**src/rtl/video_pkg.sv**
```systemverilog
// Shared timing constants, rectangle table geometry and copy FSM encoding
// for the 640x480@60 scan controller.
package video_pkg;

    localparam int H_ACTIVE = 640;
    localparam int H_FP     = 16;
    localparam int H_SYNC   = 96;
    localparam int H_BP     = 48;
    localparam int H_TOTAL  = H_ACTIVE + H_FP + H_SYNC + H_BP;

    localparam int V_ACTIVE = 480;
    localparam int V_FP     = 10;
    localparam int V_SYNC   = 2;
    localparam int V_BP     = 33;
    localparam int V_TOTAL  = V_ACTIVE + V_FP + V_SYNC + V_BP;

    localparam int RECT_WORDS = 6;
    localparam int RECT_COUNT = 64;
    localparam int TABLE_LEN  = RECT_COUNT * RECT_WORDS;

    localparam logic [15:0] TABLE_BASE = 16'd0;
    localparam int          GPU_LATENCY = 1;

    typedef enum logic [1:0] {
        IDLE,
        READ,
        DRAIN
    } copy_state_t;

endpackage

```
**src/rtl/video_scan_if.sv**
```systemverilog
// Bundle of raster, video-RAM, gpu and display signals around video_scan.
// master is the scan controller; slave is the RAM/gpu/display side.
interface video_scan_if;

    logic [15:0] x_coord;
    logic [15:0] y_coord;
    logic [15:0] mem_addr;
    logic [15:0] mem_rdata;
    logic        gpu_we;
    logic [15:0] gpu_din;
    logic        gpu_idle;
    logic [15:0] gpu_color;
    logic        hsync;
    logic        vsync;
    logic        de;
    logic [15:0] rgb;
    logic        frame_irq;

    modport master (
        output x_coord, y_coord, mem_addr, gpu_we, gpu_din, gpu_idle,
               hsync, vsync, de, rgb, frame_irq,
        input  mem_rdata, gpu_color
    );

    modport slave (
        input  x_coord, y_coord, mem_addr, gpu_we, gpu_din, gpu_idle,
               hsync, vsync, de, rgb, frame_irq,
        output mem_rdata, gpu_color
    );

endinterface

```
**src/rtl/sync_delay.sv**
```systemverilog
// Parameterised shift register with a programmable reset value; a depth of
// zero degenerates to a wire.
module sync_delay #(
    parameter int               DEPTH     = 1,
    parameter int               WIDTH     = 1,
    parameter logic [WIDTH-1:0] RESET_VAL = '0
) (
    input  logic             clk,
    input  logic             rst,
    input  logic [WIDTH-1:0] din,
    output logic [WIDTH-1:0] dout
);

    generate
        if (DEPTH == 0) begin : g_bypass
            assign dout = din;
        end else begin : g_shift
            for (genvar gi = 0; gi < DEPTH; gi++) begin : g_stage
                logic [WIDTH-1:0] stage_in;
                logic [WIDTH-1:0] q_reg;

                if (gi == 0) begin : g_first
                    assign stage_in = din;
                end else begin : g_rest
                    assign stage_in = g_stage[gi-1].q_reg;
                end

                always_ff @(posedge clk or posedge rst) begin
                    if (rst) q_reg <= RESET_VAL;
                    else     q_reg <= stage_in;
                end
            end
            assign dout = g_stage[DEPTH-1].q_reg;
        end
    endgenerate

endmodule

```
**src/rtl/video_scan.sv**
```systemverilog
// Pixel-rate raster generator that also reloads the gpu rectangle table from
// video RAM once per frame and aligns sync/blanking with the gpu colour.
module video_scan #(
    parameter int          H_ACTIVE    = video_pkg::H_ACTIVE,
    parameter int          H_FP        = video_pkg::H_FP,
    parameter int          H_SYNC      = video_pkg::H_SYNC,
    parameter int          H_BP        = video_pkg::H_BP,
    parameter int          V_ACTIVE    = video_pkg::V_ACTIVE,
    parameter int          V_FP        = video_pkg::V_FP,
    parameter int          V_SYNC      = video_pkg::V_SYNC,
    parameter int          V_BP        = video_pkg::V_BP,
    parameter logic [15:0] TABLE_BASE  = video_pkg::TABLE_BASE,
    parameter int          TABLE_LEN   = video_pkg::TABLE_LEN,
    parameter int          GPU_LATENCY = video_pkg::GPU_LATENCY
) (
    input  logic         pixel_clk,
    input  logic         reset,
    video_scan_if.master bus
);

    import video_pkg::*;

    // The copy must fit inside one blank line (TABLE_LEN + 2 <= line total).
    localparam int H_TOTAL = H_ACTIVE + H_FP + H_SYNC + H_BP;
    localparam int V_TOTAL = V_ACTIVE + V_FP + V_SYNC + V_BP;
    localparam int IDX_W   = ($clog2(TABLE_LEN + 1) > 9) ? $clog2(TABLE_LEN + 1) : 9;

    localparam logic [15:0]      H_LAST   = 16'(H_TOTAL - 1);
    localparam logic [15:0]      V_LAST   = 16'(V_TOTAL - 1);
    localparam logic [15:0]      H_ACT    = 16'(H_ACTIVE);
    localparam logic [15:0]      V_ACT    = 16'(V_ACTIVE);
    localparam logic [15:0]      HS_START = 16'(H_ACTIVE + H_FP);
    localparam logic [15:0]      HS_END   = 16'(H_ACTIVE + H_FP + H_SYNC);
    localparam logic [15:0]      VS_START = 16'(V_ACTIVE + V_FP);
    localparam logic [15:0]      VS_END   = 16'(V_ACTIVE + V_FP + V_SYNC);
    localparam logic [IDX_W-1:0] IDX_LAST = IDX_W'(TABLE_LEN - 1);

    logic [15:0]      x_reg, y_reg, x_next, y_next;
    copy_state_t      state_reg;
    logic [IDX_W-1:0] idx_reg;
    logic             drain_reg;
    logic [15:0]      mem_addr_reg;
    logic             rd_valid_reg, gpu_we_reg, frame_irq_reg, gpu_idle_reg;
    logic [15:0]      gpu_din_reg;
    logic             hsync_reg, vsync_reg, de_reg;
    logic [15:0]      rgb_reg;
    logic             copy_start, rd_issue, copy_busy;
    logic             hs_raw, vs_raw, de_raw;
    logic [2:0]       sync_d;

    always_comb begin
        x_next = (x_reg == H_LAST) ? 16'd0 : x_reg + 16'd1;
        y_next = y_reg;
        if (x_reg == H_LAST) y_next = (y_reg == V_LAST) ? 16'd0 : y_reg + 16'd1;
    end

    always_ff @(posedge pixel_clk or posedge reset) begin
        if (reset) begin
            x_reg <= 16'd0;
            y_reg <= 16'd0;
        end else begin
            x_reg <= x_next;
            y_reg <= y_next;
        end
    end

    // Word 0 is already on mem_addr (TABLE_BASE) in the start cycle, so the
    // READ state walks words 1..TABLE_LEN-1.
    assign copy_start = (state_reg == IDLE) && (x_reg == 16'd0) && (y_reg == V_ACT);
    assign rd_issue   = copy_start || (state_reg == READ);

    always_ff @(posedge pixel_clk or posedge reset) begin
        if (reset) begin
            state_reg    <= IDLE;
            idx_reg      <= '0;
            drain_reg    <= 1'b0;
            mem_addr_reg <= TABLE_BASE;
        end else begin
            case (state_reg)
                IDLE: begin
                    if (copy_start) begin
                        state_reg    <= READ;
                        idx_reg      <= IDX_W'(1);
                        mem_addr_reg <= TABLE_BASE + 16'd1;
                    end
                end
                READ: begin
                    if (idx_reg == IDX_LAST) begin
                        state_reg    <= DRAIN;
                        idx_reg      <= '0;
                        drain_reg    <= 1'b0;
                        mem_addr_reg <= TABLE_BASE;
                    end else begin
                        idx_reg      <= idx_reg + IDX_W'(1);
                        mem_addr_reg <= TABLE_BASE + 16'(idx_reg) + 16'd1;
                    end
                end
                DRAIN: begin
                    drain_reg <= 1'b1;
                    if (drain_reg) begin
                        state_reg <= IDLE;
                        drain_reg <= 1'b0;
                    end
                end
                default: state_reg <= IDLE;
            endcase
        end
    end

    // Idle only once the whole copy, including the irq cycle, has retired.
    assign copy_busy = rd_issue || (state_reg != IDLE) || rd_valid_reg ||
                       gpu_we_reg || frame_irq_reg;

    always_ff @(posedge pixel_clk or posedge reset) begin
        if (reset) begin
            rd_valid_reg  <= 1'b0;
            gpu_we_reg    <= 1'b0;
            gpu_din_reg   <= 16'd0;
            frame_irq_reg <= 1'b0;
            gpu_idle_reg  <= 1'b0;
        end else begin
            rd_valid_reg  <= rd_issue;
            gpu_we_reg    <= rd_valid_reg;
            if (rd_valid_reg) gpu_din_reg <= bus.mem_rdata;
            frame_irq_reg <= gpu_we_reg && !rd_valid_reg;
            gpu_idle_reg  <= (y_next >= V_ACT) &&
                             !((x_next == 16'd0) && (y_next == V_ACT)) && !copy_busy;
        end
    end

    assign hs_raw = !((x_reg >= HS_START) && (x_reg < HS_END));
    assign vs_raw = !((y_reg >= VS_START) && (y_reg < VS_END));
    assign de_raw = (x_reg < H_ACT) && (y_reg < V_ACT);

    sync_delay #(
        .DEPTH     (GPU_LATENCY),
        .WIDTH     (3),
        .RESET_VAL (3'b110)
    ) u_sync_delay (
        .clk  (pixel_clk),
        .rst  (reset),
        .din  ({hs_raw, vs_raw, de_raw}),
        .dout (sync_d)
    );

    always_ff @(posedge pixel_clk or posedge reset) begin
        if (reset) begin
            hsync_reg <= 1'b1;
            vsync_reg <= 1'b1;
            de_reg    <= 1'b0;
            rgb_reg   <= 16'd0;
        end else begin
            hsync_reg <= sync_d[2];
            vsync_reg <= sync_d[1];
            de_reg    <= sync_d[0];
            rgb_reg   <= sync_d[0] ? bus.gpu_color : 16'd0;
        end
    end

    assign bus.x_coord   = x_reg;
    assign bus.y_coord   = y_reg;
    assign bus.mem_addr  = mem_addr_reg;
    assign bus.gpu_we    = gpu_we_reg;
    assign bus.gpu_din   = gpu_din_reg;
    assign bus.gpu_idle  = gpu_idle_reg;
    assign bus.frame_irq = frame_irq_reg;
    assign bus.hsync     = hsync_reg;
    assign bus.vsync     = vsync_reg;
    assign bus.de        = de_reg;
    assign bus.rgb       = rgb_reg;

endmodule

```
**src/flat_wrapper.sv**
```systemverilog
// flat-port wrapper written by rule: the top's interface ports become plain ports
module video_scan_flat import video_pkg::*;
#(
    parameter int          H_ACTIVE    = video_pkg::H_ACTIVE,
    parameter int          H_FP        = video_pkg::H_FP,
    parameter int          H_SYNC      = video_pkg::H_SYNC,
    parameter int          H_BP        = video_pkg::H_BP,
    parameter int          V_ACTIVE    = video_pkg::V_ACTIVE,
    parameter int          V_FP        = video_pkg::V_FP,
    parameter int          V_SYNC      = video_pkg::V_SYNC,
    parameter int          V_BP        = video_pkg::V_BP,
    parameter logic [15:0] TABLE_BASE  = video_pkg::TABLE_BASE,
    parameter int          TABLE_LEN   = video_pkg::TABLE_LEN,
    parameter int          GPU_LATENCY = video_pkg::GPU_LATENCY
)
  (pixel_clk, reset, bus_x_coord, bus_y_coord, bus_mem_addr, bus_gpu_we, bus_gpu_din, bus_gpu_idle, bus_hsync, bus_vsync, bus_de, bus_rgb, bus_frame_irq, bus_mem_rdata, bus_gpu_color);
  video_scan_if bus_i ();
  input  logic pixel_clk;
  input  logic reset;
  output wire logic [$bits(bus_i.x_coord)-1:0] bus_x_coord;
  output wire logic [$bits(bus_i.y_coord)-1:0] bus_y_coord;
  output wire logic [$bits(bus_i.mem_addr)-1:0] bus_mem_addr;
  output wire logic [$bits(bus_i.gpu_we)-1:0] bus_gpu_we;
  output wire logic [$bits(bus_i.gpu_din)-1:0] bus_gpu_din;
  output wire logic [$bits(bus_i.gpu_idle)-1:0] bus_gpu_idle;
  output wire logic [$bits(bus_i.hsync)-1:0] bus_hsync;
  output wire logic [$bits(bus_i.vsync)-1:0] bus_vsync;
  output wire logic [$bits(bus_i.de)-1:0] bus_de;
  output wire logic [$bits(bus_i.rgb)-1:0] bus_rgb;
  output wire logic [$bits(bus_i.frame_irq)-1:0] bus_frame_irq;
  input wire logic [$bits(bus_i.mem_rdata)-1:0] bus_mem_rdata;
  input wire logic [$bits(bus_i.gpu_color)-1:0] bus_gpu_color;
  assign bus_x_coord = bus_i.x_coord;
  assign bus_y_coord = bus_i.y_coord;
  assign bus_mem_addr = bus_i.mem_addr;
  assign bus_gpu_we = bus_i.gpu_we;
  assign bus_gpu_din = bus_i.gpu_din;
  assign bus_gpu_idle = bus_i.gpu_idle;
  assign bus_hsync = bus_i.hsync;
  assign bus_vsync = bus_i.vsync;
  assign bus_de = bus_i.de;
  assign bus_rgb = bus_i.rgb;
  assign bus_frame_irq = bus_i.frame_irq;
  assign bus_i.mem_rdata = bus_mem_rdata;
  assign bus_i.gpu_color = bus_gpu_color;
  video_scan #(.H_ACTIVE(H_ACTIVE), .H_FP(H_FP), .H_SYNC(H_SYNC), .H_BP(H_BP), .V_ACTIVE(V_ACTIVE), .V_FP(V_FP), .V_SYNC(V_SYNC), .V_BP(V_BP), .TABLE_BASE(TABLE_BASE), .TABLE_LEN(TABLE_LEN), .GPU_LATENCY(GPU_LATENCY)) u_core (.pixel_clk(pixel_clk), .reset(reset), .bus(bus_i));
endmodule
```
**config.mk**
```make
export PLATFORM = sky130hd
export DESIGN_NAME = video_scan_flat
export DESIGN_NICKNAME = d
export VERILOG_FILES = /design/src/rtl/video_pkg.sv /design/src/rtl/video_scan_if.sv /design/src/rtl/sync_delay.sv /design/src/rtl/video_scan.sv /design/src/flat_wrapper.sv
export SDC_FILE = /design/constraint.sdc
export NUM_CORES = 1
export LEC_CHECK = 0
export CAP_MARGIN = 20
export CORE_MARGIN = 5
export CORE_UTILIZATION = 48
export DETAILED_ROUTE_END_ITERATION = 10
export PLACE_DENSITY = 0.81
export SLEW_MARGIN = 20
export SYNTH_ARGS = -nofsm -noshare
export SYNTH_HDL_FRONTEND = slang
export SYNTH_SLANG_ARGS = --single-unit
export TNS_END_PERCENT = 1
```
**constraint.sdc**
```tcl
create_clock -name pixel_clk -period 3.6 [get_ports pixel_clk]
set_input_delay 0.72 -clock pixel_clk [delete_from_list [all_inputs] [get_ports pixel_clk]]
set_output_delay 0.72 -clock pixel_clk [all_outputs]
set_load 0.05 [all_outputs]
```
# After elaboration in Yosys (flattened, before gate mapping)
# Cells that the tools add are included.
# word_totals
elab_cells,82
output_inout_bits,86
inputBits,34
register_bits,102
# op_classes
addsub,4
muxes,17
magnitude_cmp,7
reduce_logical,28
eq_ne,10
# ops
cell,count
$mux 16,6
$add 16x1->16 const B,2
$eq 16x10->1 const B,2
$eq 16x9->1 const B,2
$ge 16x9->1 const B,2
$logic_not 16->1,2
$lt 16x10->1 const B,2
$lt 16x9->1 const B,2
$pmux 16 s2,1
$mux 9,2
$pmux 9 s2,1
$ge 16x10->1 const B,1
$add 9x1->10 const B,1
$add 9x1->9 const B,1
$eq 9x9->1 const B,1
$logic_and 1x1->1,9
$mux 2,3
$pmux 2 s3,1
$reduce_bool 2->1,3
$logic_not 1->1,5
$logic_or 1x1->1,5
$ne 2x1->1 const B,2
$reduce_and 2->1,2
$reduce_and 3->1,1
other kinds (6),7

# Longest topological paths before layout
# Gate-level depths: netlist of the first run.
# depth
ltp_word,10
depth_mapped,10
depth_no_buf,9

# By module
# Synthesis of the first run repeated with hierarchy kept, for this count alone.
# unflattened
hier_cells,401
hier_area_um2,4220.3
# by_module_without_submodules
mod,n_inst,cells_each,area_each_um2,seq_area_each_um2
video_scan,1,397,4139.0,2104.5
sync_delay,1,4,81.3,77.6

# Least setup slack after synthesis of the first run
# Ideal clock, no wire load.
# synth_path
path_kind,register to register
startpoint,reg u_core.x_reg[11] (netlist: u_core.bus.x_coord[11])
endpoint,reg u_core.idx_reg[4]
path_stages_with_launch,10
t_required_ns,3.453
slack_ns,0.547
path_buffers,2
arrival_time_ns,2.906
setup_time_ns,0.147
period_less_slack_ns,3.053
path_cell_list,dfrtp_1 -> buf_6 -> or4_4 -> or3_4 -> or3_1 -> or3_4 -> and2_4 -> buf_6 -> o21ai_1 -> o31ai_1
# synth_between
elab_chain_cells,5
# synth_lines
element,line,rtl
start: declaration,video_scan.sv:38,"logic [15:0] x_reg, y_reg, x_next, y_next;"
start signal: assignment,video_scan.sv:62,x_reg <= x_next;
$logic_not 16->1,video_scan.sv:69,assign copy_start = (state_reg == IDLE) && (x_reg == 16'd0) && (y_reg == V_ACT);
$logic_and 1x1->1 (2 in a row),video_scan.sv:69,
$ne 2x1->1 (no line),--,
$reduce_and 2->1 (no line),--,
end signal: assignment,video_scan.sv:94,idx_reg <= idx_reg + IDX_W'(1);
end: declaration,video_scan.sv:40,logic [IDX_W-1:0] idx_reg;
# No other way between the ends.
# A chain may end at the register's enable or synchronous reset.

# Worst setup path after layout of the first run
# layout_path
startpoint,reg u_core.x_reg[0] (netlist: u_core.bus.x_coord[0])
endpoint,reg u_core.gpu_idle_reg (netlist: u_core.bus.gpu_idle)
# layout_between
word_cells_on_any_way,20
classes_between,add/sub: 1; order compare: 1; eq/ne: 2; mux: 2; reduce/logical: 14
# layout_rtl
element,line,rtl
$eq 16x10->1 *,video_scan.sv:54,if (x_reg == H_LAST) y_next = (y_reg == V_LAST) ? 16'd0 : y_reg + 16'd1;
$mux 16 *,video_scan.sv:54,
named net u_core.y_next[7],video_scan.sv:38,
"parallel branches: the longest is 3 deep, another holds $ge 16x9->1",--,
$logic_and 1x1->1 *,video_scan.sv:126,gpu_idle_reg <= (y_next >= V_ACT) &&
$logic_and 1x1->1 *,video_scan.sv:127,!((x_next == 16'd0) && (y_next == V_ACT)) && !copy_busy;
end signal: assignment,video_scan.sv:126,
end: declaration,video_scan.sv:43,"logic rd_valid_reg, gpu_we_reg, frame_irq_reg, gpu_idle_reg;"
# Mark *: on every way through the listed nets, which the timed path passes.

==> results of run 1 <==
metal layers:
| layer | global-route usage | vias to the layer above | share of wire |
|---|---|---|---|
| met5 | 0 | - | 0 |
| met4 | 0.07568 | 0 | 0.021 |
| met3 | 0.02730 | 19 | 0.054 |
| met2 | 0.3273 | 102 | 0.50 |
| met1 | 0.2631 | 1609 | 0.43 |
| li1 | - | 1543 | - |
per-stage QoR:
step	utilization	power (uW)
after floorplan	-	1080
after global placement	0.6414	1136
after detailed placement	0.6414	1138
after CTS	0.6741	2029
after global routing	0.6741	2078
final	0.6741	2019
worst max path at each step:
stage / end / slack [ns]
floorplan: u_core.idx_reg[4] / 0.55
global placement: u_core.bus.gpu_idle / 0.81
global route: u_core.bus.gpu_idle / 0.47
detailed placement: u_core.bus.gpu_idle / 0.74
CTS: u_core.bus.gpu_idle / 0.69
finish: u_core.bus.gpu_idle / 0.67
power groups by stage:
stage	clock [uW]	sequential [uW]	combinational [uW]
2_1_floorplan	0	1040	39.0
3_3_place_gp	0	1010	129
3_5_place_dp	0	1010	131
4_1_cts	910	988	131
5_1_grt	951	989	138
6_report	902	988	129
final cells by class:
cell class / instances / area (um2)
sequential: 87 / 2182
clock inverter: 5 / 128.9
timing repair buffer: 117 / 1174
fill: 654 / 2691
multi-input combinational: 265 / 1759
clock buffer: 11 / 141.4
inverter: 13 / 50.05
tap: 105 / 131.4
kinds of logic after synthesis:
kind of cell,count (synthesis),share of synthesized area
DFF,87,0.5328
muxes,19,0.05133
buffers and inverters,35,0.04216
other,1,0.0009157
adders and majority gates,6,0.01833
and+or+nand+nor,159,0.2203
xor gates and xnor gates,28,0.05989
AOI/OAI and AO/OA,47,0.07425
layout by cell type, fill, tap and decap left out, types with 3 or more instances in the layout:
cell type        synthesis  routed
mux2_2                  16      16
a22o_1                   3       3
bufinv_16                0       4
nor3_1                  12      12
clkdlybuf4s50_1          0     113
xor2_1                  15      15
xnor2_1                 13      13
inv_1                   13      12
nand2_1                 24      24
clkbuf_8                 0      10
dfstp_2                  4       4
buf_4                    6       3
or3_1                    7       7
nand2b_1                 3       3
nand3_1                 16      16
o21ai_0                 16      16
ha_1                     6       6
nor4_1                   4       4
conb_1                   1       6
and2_1                  19      19
o21ai_1                  7       7
nand3b_1                 3       3
nand4_1                  9       9
a31oi_1                  4       4
and3_1                   8       8
mux2i_1                  3       3
o31ai_1                  4       4
dfrtp_1                 83      83
nor2_1                  31      31
==> impl_metrics.json, run 1 <==
{
  "max_slew.worst_pin.slew_ns": 0.5942,
  "worstPathMaxFanout": 10,
  "cts.htree.levels": 3,
  "preCtsSetupSlack_ns": 0.7448,
  "synthTopCellsByCount": "dfrtp_1, nor2_1, nand2_1",
  "power_density_nw_per_um2": 362.8,
  "yosysMostFrequentCell": "dfrtp_1",
  "cp-start-kind": "flip-flop",
  "ys_ff_latch": 87,
  "rows": 33,
  "rsz0062_at_grt": "false",
  "path_depth": 8,
  "hold_class": "flip-flop to flip-flop",
  "hpwl_mm": 7.147,
  "async_reset_ff_frac": 1.000,
  "portBuffers": 113,
  "outcome": "finished, final reports clean",
  "p_comb_frac": 0.064,
  "globalRouteOverflowTotal": 0,
  "cts_buffers": 9,
  "crit_buf_inv": 0,
  "drt_iter0_markers": 197,
  "synth_area_leaders": "dfrtp_1, mux2_2, xor2_1, and2_1, nor2_1",
  "yosys.area.top_type": "dfrtp_1",
  "grt_pass1_wl_mm": 16.44,
  "rr_worst_depth": 8,
  "holdBufCountCts": 0,
  "final_net_count": 533,
  "intPower_uw": 1590,
  "final_cell_area_um2": 5567,
  "place_area_um2": 5296,
  "maxCapViolations": 0,
  "slew_headroom": 0.6008,
  "hold_path_end": "u_core.bus.hsync",
  "clkTransAtPathRegs_ns": 0.09,
  "cts_root_buf": "clkbuf_8",
  "area_growth_pct": 35.93,
  "hold_start": "u_core.u_sync_delay.dout[2]",
  "die_x_um": 102.4,
  "routedWlPerCell_um": 16.63,
  "peakVddDrop_mv": 0.2271,
  "end_kind": "flip-flop",
  "crit_chain": "ha_1, nand3_1, or4_4, nor2_2, and3_1, xor2_1, and4b_1, a31o_1",
  "ys.flop_type": "dfrtp_1",
  "finalCriticalPeriod_ns": 2.927,
  "swShare": 0.2124,
  "crit_required_ns": 3.89,
  "fin_worst_skew_ns": 0.01193,
  "vias_per_cell": 5.428,
  "hold_ws_ns": 0.3596,
  "floorplan.initialDensity": 0.4959,
  "max_stage_delay_ns": 0.71,
  "cts_tree": "done",
  "vias": 3273,
  "crit_arrival_ns": 3.22,
  "antennaDiodeCount": 0,
  "ys.warnings.count": 0,
  "p_leak_uw": 0.002467,
  "cts_sinks": 87,
  "core-area_um2": 8258,
  "clock_path_buffers": 2,
  "fp.dieH_um": 102.4,
  "routed_wl_mm": 10.03,
  "worstReg2RegEnd": "u_core.bus.gpu_idle",
  "yosysUniqueCellTypes": 59,
  "post-cts-setup-buffers": 0,
  "ioPinCount": 120,
  "fin_crit_sh": 0.8132,
  "setup_ws_ns": 0.6726,
  "crit_path_start": "u_core.bus.x_coord[0]",
  "die_area_um2": 10480,
  "ctsResizeCount": 0,
  "layout-drive-gt1-share": 0.1024,
  "routabilityCongestion": 0.9312,
  "reg2reg_slack_ns": 0.67,
  "clkPwrFrac": 0.447,
  "antenna_left": 0,
  "tns_ns": 0,
  "crit_slowest_cell": "or4_4",
  "synth_cells": 382,
  "grt_max_degree": 88,
  "placedCellCount": 587,
  "finalMaxSlewViolations": 0,
  "path_delay_family": "simple AND/OR/NAND/NOR gates",
  "finalSetupViolations": 0,
  "track_usage": 0.1971,
  "crit_type": "flip-flop to flip-flop",
  "yosysSeqAreaShare": 0.5328,
  "stdcell_count": 603,
  "hold_violations": 0,
  "drt-pass1-iter-count": 4,
  "avgSynthCellArea_um2": 10.72,
  "grt_pass1_vias": 3339,
  "grt_antenna_before_repair": 0,
  "drcViolationCount": 0,
  "max_freq_mhz": 341.6,
  "switching_power_uw": 429.0,
  "clock_latency_ns": 0.35,
  "holdPathStages": 0,
  "syn_area_um2": 4095,
  "synth_top_cell_area_share": 0.5072,
  "synth-edff-count": 0,
  "p_seq_frac": 0.489,
  "rr_startpoint": "u_core.bus.x_coord[0]"
}
Power figures use the tool's default switching activity.
==> inputs of run 2 (changes only) <==
--- a/config.mk
+++ b/config.mk
@@ -7,9 +7,9 @@
 export LEC_CHECK = 0
 export CAP_MARGIN = 20
 export CORE_MARGIN = 5
-export CORE_UTILIZATION = 48
+export CORE_UTILIZATION = 43
 export DETAILED_ROUTE_END_ITERATION = 10
-export PLACE_DENSITY = 0.81
+export PLACE_DENSITY = 0.77
 export SLEW_MARGIN = 20
 export SYNTH_ARGS = -nofsm -noshare
 export SYNTH_HDL_FRONTEND = slang
==> constraint.sdc (replaced) <==
create_clock -name pixel_clk -period 2.65 [get_ports pixel_clk]
set_input_delay 0.53 -clock pixel_clk [delete_from_list [all_inputs] [get_ports pixel_clk]]
set_output_delay 0.53 -clock pixel_clk [all_outputs]
set_load 0.05 [all_outputs]
==> run 2 against run 1 <==
The run now ends with negative setup slack left. Critical path depth is 1 lower. Die area rose by 10%. Combinational power up 37%. Worst setup slack got worse by 0.69 ns. Critical endpoint unchanged.
==> impl_metrics.json, run 2 (synthesis results as in run 1) <==
{
  "grt_antenna_before_repair": 0,
  "floorplan.initialDensity": 0.4411,
  "cts_tree": "done",
  "antenna_left": 0,
  "peakVddDrop_mv": 0.2301,
  "seqCellArea_um2": 2183,
  "area_growth_pct": 41.89,
  "track_usage": 0.1767,
  "finalMaxSlewViolations": 0,
  "hold_ws_ns": 0.3582,
  "max_freq_mhz": 374.9,
  "clock_latency_ns": 0.36,
  "cts_buffers": 9,
  "finalSetupViolations": 1,
  "worstReg2RegEnd": "u_core.bus.gpu_idle",
  "hold_class": "flip-flop to flip-flop",
  "fp.dieH_um": 107.6,
  "mostFrequentLayoutCells": "clkdlybuf4s50_1, dfrtp_1, buf_4, nor2_1, nand2_1",
  "fin_crit_sh": 1.007,
  "layout-drive-gt1-share": 0.1758,
  "clock_path_buffers": 2,
  "fin_worst_skew_ns": 0.01138,
  "cts.htree.levels": 3,
  "finalCriticalPeriod_ns": 2.667,
  "hpwl_mm": 7.540,
  "rows": 35,
  "power_density_nw_per_um2": 411.5,
  "drcViolationCount": 0,
  "rr_startpoint": "u_core.bus.x_coord[11]",
  "rsz0062_at_grt": "true",
  "cts_sinks": 87,
  "clkTransAtPathRegs_ns": 0.10,
  "die_area_um2": 11580,
  "antennaDiodeCount": 0,
  "ioPinCount": 120,
  "met1_length_mm": 4.376,
  "reg2reg_slack_ns": -0.02,
  "routedWlPerCell_um": 15.28,
  "outcome": "complete, but fails checks",
  "drt-pass1-iter-count": 4,
  "crit_required_ns": 2.90,
  "vias_per_cell": 5.103,
  "portBuffers": 113,
  "slew_headroom": 0.6534,
  "violations": "negative setup slack",
  "grt_max_degree": 44,
  "multi_input_area_um2": 1833,
  "drt_iter0_markers": 237,
  "routabilityCongestion": 0.9024,
  "end_kind": "flip-flop",
  "grt_pass1_wl_mm": 16.37,
  "crit_type": "flip-flop to flip-flop",
  "globalRouteOverflowTotal": 0,
  "wl_met2_mm": 4.920,
  "placedCellCount": 641,
  "routed_wl_mm": 10.06,
  "fillers": 780,
  "grt_pass1_vias": 3265,
  "final_net_count": 564,
  "vias": 3358,
  "hold_violations": 0,
  "crit_arrival_ns": 2.92,
  "die_x_um": 107.6,
  "maxCapViolations": 0,
  "cp-start-kind": "flip-flop",
  "setup_ws_ns": -0.01723,
  "max_slew.worst_pin.slew_ns": 0.5183,
  "worstPathMaxFanout": 4,
  "core-area_um2": 9284,
  "crit_path_end": "u_core.bus.gpu_idle",
  "rr_worst_depth": 7,
  "cts_root_buf": "clkbuf_8",
  "stdcell_count": 658,
  "p_leak_uw": 0.002601,
  "crit_path_start": "u_core.bus.x_coord[11]",
  "mostFrequentLayoutCell": "clkdlybuf4s50_1",
  "highest_layer": "met4",
  "dr_wl_met3_um": 630
}
-- run 2: cell types whose count changed in the layout (fill, tap and decap cells not counted), sizes merged --
cell,before,now
and2,20,21
buf,4,34
bufinv,4,0
clkbuf,11,10
clkinvlp,0,2
inv,12,15
-- run 2: power by group --
part | total (uW) | internal, uW | switching [uW]
logic | 177 | 73.8 | 103
clock network | 873 | 358 | 515
registers | 1340 | 1340 | 3.10
total | 2390 | 1770 | 621
-- run 2: critical path, cell delays in order (launching register included) --
cell,delay (ns)
dfrtp_2,0.41
or4_4,0.53
or3_4,0.37
or4_4,0.45
mux2i_1,0.13
nor4bb_1,0.28
nand4_1,0.14
a31o_1,0.24
-- run 2: what timing repair did --
item                                    CTS  global route
endpoints found under the setup margin    2            11
resized for setup                         4            12
pin swaps                                 1             2
hold buffers                              0             0
endpoints found under the hold margin     0             0
gates cloned                              0             1
buffers inserted                          0             0
-- run 2: how the worst min path moves through the flow --
| stage | startpoint | end | slack, ns | cells past startpoint |
|---|---|---|---|---|
| 2_1_floorplan | u_core.u_sync_delay.dout[2] | u_core.bus.hsync | 0.35 | 0 |
| 3_3_place_gp | u_core.u_sync_delay.dout[1] | u_core.bus.vsync | 0.35 | 0 |
| 3_5_place_dp | u_core.u_sync_delay.dout[1] | u_core.bus.vsync | 0.35 | 0 |
| 4_1_cts | u_core.u_sync_delay.dout[1] | u_core.bus.vsync | 0.36 | 0 |
| 5_1_grt | u_core.u_sync_delay.dout[1] | u_core.bus.vsync | 0.36 | 0 |
| 6_report | u_core.u_sync_delay.dout[1] | u_core.bus.vsync | 0.36 | 0 |
-- run 2: final cells by class --
class	count	area share
clock inverter	6	0.009259
tap	129	0.02778
inverter	13	0.009044
clock buffer	10	0.02196
sequential	87	0.3758
multi-input combinational	266	0.3155
timing repair buffer	147	0.2407
-- run 2: per-layer routing --
| metal | track usage | up-vias |
|---|---|---|
| li1 | - | 1617 |
| met1 | 0.2285 | 1619 |
| met2 | 0.2971 | 111 |
| met3 | 0.04859 | 11 |
| met4 | 0.03787 | 0 |
| met5 | 0 | - |
-- run 2: through the flow --
step           utilization  setup TNS, ns  instance area (um2)  worst slack, ns  total power, uW
5_1_grt             0.6259       -0.08010                 5811         -0.08010             2486
3_3_place_gp        0.5984       -0.01414                 5555         -0.01414             1546
3_5_place_dp        0.5984       -0.03276                 5555         -0.03276             1547
6_report            0.6259       -0.01723                 5811         -0.01723             2391
2_1_floorplan            -         -3.091                 4119          -0.3059             1467
4_1_cts             0.6201              0                 5757         0.002190             2420
